--- src/rtl/rr_arb_pkg.sv ---
// Shared types and defaults for the round-robin req/gnt arbiter.
package rr_arb_pkg;

  typedef enum logic [1:0] {
    IDLE  = 2'd0,
    GRANT = 2'd1,
    GAP   = 2'd2
  } arb_state_e;

  localparam int unsigned RR_N_REQ_DEFAULT = 4;

endpackage

--- src/rtl/rr_pick.sv ---
// Combinational round-robin picker: first set request at or above the pointer,
// wrapping modulo N_REQ.
module rr_pick import rr_arb_pkg::*; #(
  parameter  int unsigned N_REQ = RR_N_REQ_DEFAULT,
  localparam int unsigned ID_W  = $clog2(N_REQ)
) (
  input  logic [N_REQ-1:0] req_i,
  input  logic [ID_W-1:0]  ptr_i,
  output logic             found_o,
  output logic [ID_W-1:0]  winner_o
);

  localparam logic [ID_W:0] N_W = (ID_W+1)'(N_REQ);

  logic [2*N_REQ-1:0] dbl;
  logic [N_REQ-1:0]   rot;
  logic [ID_W-1:0]    idx;
  logic [ID_W:0]      sum;

  // Rotating the doubled vector puts the pointer position at bit 0.
  assign dbl = {req_i, req_i} >> ptr_i;
  assign rot = dbl[N_REQ-1:0];

  always_comb begin
    found_o = 1'b0;
    idx     = '0;
    for (int unsigned i = 0; i < N_REQ; i++) begin
      if (!found_o && rot[i]) begin
        found_o = 1'b1;
        idx     = ID_W'(i);
      end
    end
  end

  always_comb begin
    sum      = {1'b0, idx} + {1'b0, ptr_i};
    winner_o = (sum >= N_W) ? ID_W'(sum - N_W) : sum[ID_W-1:0];
  end

endmodule

--- src/rtl/rr_req_gnt_arbiter.sv ---
// Round-robin req/gnt arbiter with hold timeout and a one-cycle gap between owners.
// Optional internal assertions are compiled when RR_ARB_ASSERT_EN is defined.
module rr_req_gnt_arbiter import rr_arb_pkg::*; #(
  parameter  int unsigned N_REQ    = RR_N_REQ_DEFAULT,
  parameter  int unsigned MAX_HOLD = 8,
  localparam int unsigned ID_W     = $clog2(N_REQ)
) (
  input  logic             clk,
  input  logic             reset,
  input  logic [N_REQ-1:0] req,
  output logic [N_REQ-1:0] gnt,
  output logic [ID_W-1:0]  gnt_id,
  output logic             busy,
  output logic             timeout
);

  localparam int unsigned   HC_W     = (MAX_HOLD < 2) ? 1 : $clog2(MAX_HOLD + 1);
  localparam logic [HC_W-1:0] HOLD_MAX = HC_W'(MAX_HOLD);
  localparam logic [ID_W:0]   N_W      = (ID_W+1)'(N_REQ);

  arb_state_e        state_q, state_d;
  logic [ID_W-1:0]   ptr_q, ptr_d;
  logic [HC_W-1:0]   hold_q, hold_d;
  logic [N_REQ-1:0]  gnt_q, gnt_d;
  logic [ID_W-1:0]   id_q, id_d;
  logic              busy_q, busy_d;
  logic              to_q, to_d;

  logic              found;
  logic [ID_W-1:0]   winner;
  logic [ID_W:0]     ptr_sum;
  logic [ID_W-1:0]   ptr_inc;
  logic              owner_req;

  rr_pick #(.N_REQ(N_REQ)) u_pick (
    .req_i    (req),
    .ptr_i    (ptr_q),
    .found_o  (found),
    .winner_o (winner)
  );

  assign ptr_sum   = {1'b0, id_q} + (ID_W+1)'(1);
  assign ptr_inc   = (ptr_sum == N_W) ? '0 : ptr_sum[ID_W-1:0];
  assign owner_req = req[id_q];

  always_comb begin
    state_d = state_q;
    ptr_d   = ptr_q;
    hold_d  = hold_q;
    gnt_d   = gnt_q;
    id_d    = id_q;
    busy_d  = busy_q;
    to_d    = 1'b0;
    case (state_q)
      IDLE: begin
        if (found) begin
          gnt_d   = N_REQ'(1) << winner;
          id_d    = winner;
          busy_d  = 1'b1;
          hold_d  = HC_W'(1);
          state_d = GRANT;
        end
      end
      GRANT: begin
        if (owner_req && (MAX_HOLD == 0 || hold_q < HOLD_MAX)) begin
          if (hold_q != '1) hold_d = hold_q + HC_W'(1);
        end else begin
          // Owner drop takes priority, so a drop on the limit edge is a plain release.
          to_d    = owner_req;
          gnt_d   = '0;
          busy_d  = 1'b0;
          hold_d  = '0;
          ptr_d   = ptr_inc;
          state_d = GAP;
        end
      end
      GAP:     state_d = IDLE;
      default: state_d = IDLE;
    endcase
  end

  always_ff @(posedge clk or negedge reset) begin
    if (!reset) begin
      state_q <= IDLE;
      ptr_q   <= '0;
      hold_q  <= '0;
      gnt_q   <= '0;
      id_q    <= '0;
      busy_q  <= 1'b0;
      to_q    <= 1'b0;
    end else begin
      state_q <= state_d;
      ptr_q   <= ptr_d;
      hold_q  <= hold_d;
      gnt_q   <= gnt_d;
      id_q    <= id_d;
      busy_q  <= busy_d;
      to_q    <= to_d;
    end
  end

  assign gnt     = gnt_q;
  assign gnt_id  = id_q;
  assign busy    = busy_q;
  assign timeout = to_q;

`ifdef RR_ARB_ASSERT_EN
  logic [HC_W:0] run_q;

  always_ff @(posedge clk or negedge reset) begin
    if (!reset)      run_q <= '0;
    else if (busy_q) run_q <= (run_q != '1) ? run_q + (HC_W+1)'(1) : run_q;
    else             run_q <= '0;
  end

  a_onehot: assert property (@(posedge clk) disable iff (!reset) $onehot0(gnt_q))
    else $error("rr_req_gnt_arbiter: gnt not onehot0 at %0t", $time);

  a_gnt_req: assert property (@(posedge clk) disable iff (!reset)
                              (gnt_q & ~$past(req)) == '0)
    else $error("rr_req_gnt_arbiter: gnt without prior req at %0t", $time);

  a_to_clear: assert property (@(posedge clk) disable iff (!reset) to_q |=> (gnt_q == '0))
    else $error("rr_req_gnt_arbiter: gnt set after timeout at %0t", $time);

  a_max_hold: assert property (@(posedge clk) disable iff (!reset)
                               (MAX_HOLD == 0) || (run_q <= (HC_W+1)'(MAX_HOLD)))
    else $error("rr_req_gnt_arbiter: grant exceeded MAX_HOLD at %0t", $time);
`else
`endif

endmodule

--- config.mk ---
export PLATFORM = sky130hd
export DESIGN_NAME = rr_req_gnt_arbiter
export DESIGN_NICKNAME = d
export VERILOG_FILES = /design/src/rtl/rr_arb_pkg.sv /design/src/rtl/rr_pick.sv /design/src/rtl/rr_req_gnt_arbiter.sv
export SDC_FILE = /design/constraint.sdc
export NUM_CORES = 1
export LEC_CHECK = 0
export CAP_MARGIN = 15
export CORE_ASPECT_RATIO = 1.1
export CORE_UTILIZATION = 50
export CTS_CLUSTER_SIZE = 30
export DETAILED_ROUTE_END_ITERATION = 10
export PLACE_DENSITY = 0.74
export SLEW_MARGIN = 25
export SYNTH_ARGS = -nofsm -noshare
export SYNTH_HDL_FRONTEND = slang
export SYNTH_HIERARCHICAL = 1
export SYNTH_SLANG_ARGS = --single-unit
--- constraint.sdc ---
create_clock -name clk -period 2.53 [get_ports clk]
set_input_delay 0.3795 -clock clk [delete_from_list [all_inputs] [get_ports clk]]
set_output_delay 0.3795 -clock clk [all_outputs]
set_load 0.03 [all_outputs]
# == Word level (Yosys, flattened, before mapping) ==
# Cells that the tools add are included.
# word_totals
out_inout_bits,8
input_bits,6
wordCells,63
reg_bits,16
# op_classes
eq_ne,6
add_sub_neg,4
shift,2
bitwise_logic,1
magnitude_cmp,3
muxes,26
reduce_logical,14
# ops
cell,n
$mux W4,5
$pmux W4 S2,2
$mux W2,6
$mux W1,10
$shr A8 B2 Y4,1
$reduce_and A2 Y1,3
$reduce_and A3 Y1,2
$add A4 B1 Y4 const B,1
$logic_and A1 B1 Y1,4
$lt A4 B4 Y1 const B,1
$ne A2 B2 Y1 const B,2
$ne A4 B4 Y1 const B,1
$pmux W2 S2,1
$shl A1 B2 Y4 const A,1
$add A2 B1 Y3 const B,1
$add A2 B2 Y3,1
$eq A3 B3 Y1 const B,1
$ge A3 B3 Y1 const B,1
$logic_not A1 Y1,3
$lt A2 B3 Y1 const B,1
$ne A3 B3 Y1 const B,1
$bmux W1 S2,1
$eq A2 B1 Y1 const B,1
$logic_not A2 Y1,1
4 further kinds,4

# == Logic depth before layout (Yosys ltp) ==
# logic_depth
depth_word,17
mapped_depth,11
ltp_nobuf,10

# == Hierarchy ==
# Netlist, hierarchy kept.
# modules_own_cells
mod,area_each_um2,n_inst,cells_each,seq_area_each_um2
rr_req_gnt_arbiter,775.7,1,74,400.4
rr_pick,190.2,1,28,0.0

# == Worst setup path before layout ==
# No wires, ideal clock.
# synth_timing
path_type,in2reg
start,input port req[2]
end,"register gnt_q[1], in the netlist gnt[1]"
t_required_ns,2.400
cell_stages,11
path_buffers,1
setup_time_ns,0.130
arrival_time_ns,1.762
setup_slack_ns,0.638
cell_sequence,buf_2 -> nor2_1 -> nor3_1 -> a21oi_1 -> o211ai_1 -> ha_1 -> xnor2_1 -> xnor2_1 -> nor2_1 -> a22oi_1 -> o21ai_0
# synth_between
elab_chain_len,17
elab_cells_between_ends,27
classes_between,add/sub (2); order compare (1); eq/ne (2); shift (2); mux (12); reduce/logical (8)
# synth_rtl
item,line_no,source
"start, declared",rr_req_gnt_arbiter.sv:10,"input logic [N_REQ-1:0] req,"
$shr A8 B2 Y4 *,rr_pick.sv:21,"assign dbl = {req_i, req_i} >> ptr_i;"
$mux W1,rr_pick.sv:28,if (!found_o && rot[i]) begin
$logic_not A1 Y1,rr_pick.sv:28,
$logic_and A1 B1 Y1,rr_pick.sv:28,
$mux W1,rr_pick.sv:28,
$logic_not A1 Y1,rr_pick.sv:28,
$logic_and A1 B1 Y1,rr_pick.sv:28,
$mux W1,rr_pick.sv:28,
[2 not listed],n/a,
$mux W2 *,rr_pick.sv:28,
$add A2 B2 Y3 *,rr_pick.sv:36,"sum = {1'b0, idx} + {1'b0, ptr_i};"
$ge A3 B3 Y1 or $sub A2 B1 Y2 (tied branches),rr_pick.sv:37,winner_o = (sum >= N_W) ? ID_W'(sum - N_W) : sum[ID_W-1:0];
$mux W2 *,rr_pick.sv:37,
named net winner[1],rr_req_gnt_arbiter.sv:30,logic [ID_W-1:0] winner;
$shl A1 B2 Y4 *,rr_req_gnt_arbiter.sv:57,gnt_d = N_REQ'(1) << winner;
$mux W4 *,rr_req_gnt_arbiter.sv:56,if (found) begin
$pmux W4 S2 *,rr_req_gnt_arbiter.sv:54,case (state_q)
"end signal, assigned",rr_req_gnt_arbiter.sv:95,gnt_q <= gnt_d;
"end, declared",rr_req_gnt_arbiter.sv:24,"logic [N_REQ-1:0] gnt_q, gnt_d;"
# The timed path passes the listed nets; every way through them passes the cells marked *. The select of a mux whose other input is x is not followed.
# A chain may end at the register's enable or synchronous reset.

# == Worst setup path after layout ==
# layout_timing
start,input port req[0]
end,"register gnt_q[1], in the netlist gnt[1]"
# Same word-level chain as after synthesis.

==> key figures <==
Floorplan
  – Boundary Pins: 14
  – Die height: 48.1 um
  – Core area: 0.00180 mm^2
  – Num rows: 16
  – Initial core utilization: 53.6%
  – Die Wd: 43.9 um
  – Die Footprint: 0.00211 mm^2

Drt
  – Post-Route WL: 1920 um
  – Drt pass-1 iters: 7
  – Via count: 787
  – Initial DRC count: 22
  – Routed length per instance: 14.1 um
  – Final ANT Viol Nets: 0
  – Routed vias/inst: 5.79
  – Drt drc: 1

Worst hold path
  – Worst min-delay path class: primary input to asynchronous set/reset pin

Clocking
  – TritonCTS clock tree: yes
  – CTS max path bufs: 2
  – Setup Buffers After CTS: 0
  – TritonCTS Buffers: 3
  – Clock Latency Late Sink: 0.30 ns
  – CTS H-tree depth: 1
  – Sink Count: 16
  – Number of instances resized during post-cts repair: 0
  – Clock Pin Slew Worst Setup and Hold Paths: 0.10 ns
  – Hold_buf cts: 0
  – Root Buffer: clkbuf_4

Worst setup path
  – FF-to-FF Start: ptr_q[0]
  – Critical path data arrival time: 2.42 ns
  – Worst r2r path cells: 10
  – Critical-path maximum fanout: 8
  – CP endpoint kind: register
  – CP max stage delay: 0.54 ns
  – Worst EP required: 2.72 ns
  – Slowest cell on crit path: clkdlybuf4s50_1
  – Reg2reg end: gnt[1]
  – Worst-path cell chain: clkdlybuf4s50_1 -> nor2_1 -> nor3_1 -> a21oi_1 -> o211ai_1 -> ha_1 -> xnor2_1 -> xnor2_1 -> nor2_1 -> a22oi_1 -> o21ai_0
  – Worst Setup Path Type: primary input to register
  – Startpoint type of the worst setup path: primary input
  – Reg2reg setup slack: 0.48 ns

STA
  – Slew Limit Fails: 0
  – Final Hold Viols: 0
  – Fmax: 448 MHz
  – Post-layout min period: 2.23 ns
  – Crit share post-route: 88.2%
  – Rel. slew slack: 53.3%
  – RSZ-0062 raised after global routing: false
  – Final-report setup violation count: 0
  – WHS: 0.490 ns
  – Worst slew pin tran: 0.698 ns
  – Worst Skew: 0.0120 ns

GRT
  – GRT Residual Overflow: 0
  – Largest net degree at the start of global routing: 17
  – Tot GR Track Use: 20.6%
  – First-pass GRT wire length: 3080 um
  – Initial antenna violation count: 0
  – Number of global-route vias before repair: 664

Synthesis
  – Top FF cell, synth: dfrtp_1
  – Synthesized area per cell: 9.47 um^2
  – Top area cells in the synthesized netlist: dfrtp_1, nand2_1, ha_1
  – Post-Syn Instances: 102
  – Post-Synthesis Cell Area: 966 um^2
  – Seq cells post-synth: 16
  – Library cells used by synthesis: 38
  – Register area share after synthesis: 41.5%
  – Post-synth EDFFs: 0
  – YS warnings: 6
  – Net Count, Synth: 111
  – Post-synth top area share: 41.5%
  – Ys async rst share: 100%
  – Cell taking the most area after synthesis: dfrtp_1

Placement
  – GP Congestion: 0.830
  – DP Area: 0.00111 mm^2
  – # port buffers: 13
  – Placed wire-length estimate: 1410 um

Run
  – Max-capacitance violation count: 0

Cells and area
  – Design area: 0.00115 mm^2
  – Fin nets: 128
  – Fill cells: 159
  – Seq. cell area: 400 um^2
  – ANT cells: 0
  – Multi-input logic area: 522 um^2
  – Share of layout cells above drive strength 1: 11.0%
  – Area growth from synthesis to final layout: 18.9%

Outcome
  – Failing checks: DRC
  – Outcome: finished, violations left

Power
  – Power Dens Cells: 1210 mW/mm^2
  – LEAKAGE: 0.512 nW
  – Peak VDD IR: 0.000654 V
-- Yosys cell counts, types with 2 or more instances --
library cell and number:
or2b_1 2, nor4_1 2, nor3_1 3, mux2i_1 3
o21ai_0 6, nor2_1 8, dfrtp_1 16, ha_1 3
nor3b_1 2, buf_2 2, nand2_1 13, nor2b_1 2
a21oi_1 5, xnor2_1 2, inv_1 6, nand2b_1 4
o22ai_2 2
-- cells in the final DEF, fill, tap and decap left out, types with 4 or more instances in the layout --
master / netlist / layout
nor2_1: 8 / 8
clkdlybuf4s50_1: 0 / 13
dfrtp_1: 16 / 16
a21oi_1: 5 / 5
inv_1: 6 / 6
o21ai_0: 6 / 6
nand2_1: 13 / 13
nand2b_1: 4 / 4
-- metrics by stage --
step	setup TNS, ns	util [%]	setup WS, ns	power, W	cells
after floorplan	0	-	0.638	0.00103	102
after global placement	0	61.7	0.0803	0.00120	132
after detailed placement	-0.0180	61.7	-0.0180	0.00122	132
after CTS	0	63.7	0.307	0.00140	136
after global routing	0	63.7	0.0922	0.00151	136
final	0	63.7	0.299	0.00139	136
-- sequential cells by signal, summed over array words and instances, names as in the netlist --
name and cells:
state_q 2, busy 1, gnt_id 2, gnt 4, hold_q 4, timeout 1, ptr_q 2
-- layout make-up --
type / instances / share of cell area [%]
multi-input combinational: 77 / 45.4
clock buffer: 4 / 3.16
inverter: 6 / 1.96
sequential: 16 / 34.9
timing repair buffer: 15 / 12.6
tap: 18 / 1.96
-- critical path, delay by kind of cell --
kind / cells / cell delay (ns)
buffers and inverters: 1 / 0.54
XOR/XNOR: 2 / 0.45
AO/OA/AOI/OAI: 4 / 0.51
adder cells (fa/ha/maj): 1 / 0.21
AND/OR/NAND/NOR: 3 / 0.34
-- cells by family after synthesis --
family | Yosys count | share of synthesized area [%]
compound gates | 26 | 19.6
xor+xnor | 2 | 1.81
fa+ha+maj | 3 | 3.89
buf+inv | 9 | 4.53
flops | 16 | 41.5
mux | 5 | 7.38
simple gates | 41 | 21.4
-- power by group --
group          internal [W]  total (W)  switching [W]  leakage (nW)
clock             0.0000878   0.000173      0.0000852        0.0210
sequential         0.000354   0.000487       0.000132         0.204
combinational      0.000333   0.000731       0.000398         0.287
total              0.000775    0.00139       0.000616         0.512
-- worst max path at each step --
| stage | start | end | slack [ns] | cells after the start |
|---|---|---|---|---|
| 2_1_floorplan | req[2] | gnt[1] | 0.64 | 11 |
| 3_3_place_gp | req[3] | gnt[1] | 0.08 | 11 |
| 3_5_place_dp | req[0] | gnt[1] | -0.02 | 11 |
| 4_1_cts | req[0] | gnt[1] | 0.31 | 11 |
| 5_1_grt | req[0] | gnt[1] | 0.09 | 11 |
| 6_report | req[0] | gnt[1] | 0.30 | 11 |
-- layer usage --
metal	global-route usage, %	wire [um]
met5	0	0
met4	10.9	48
met3	3.33	64
met2	32.8	873
met1	27.8	928
No activity file was read; power rests on OpenSTA's default activity.
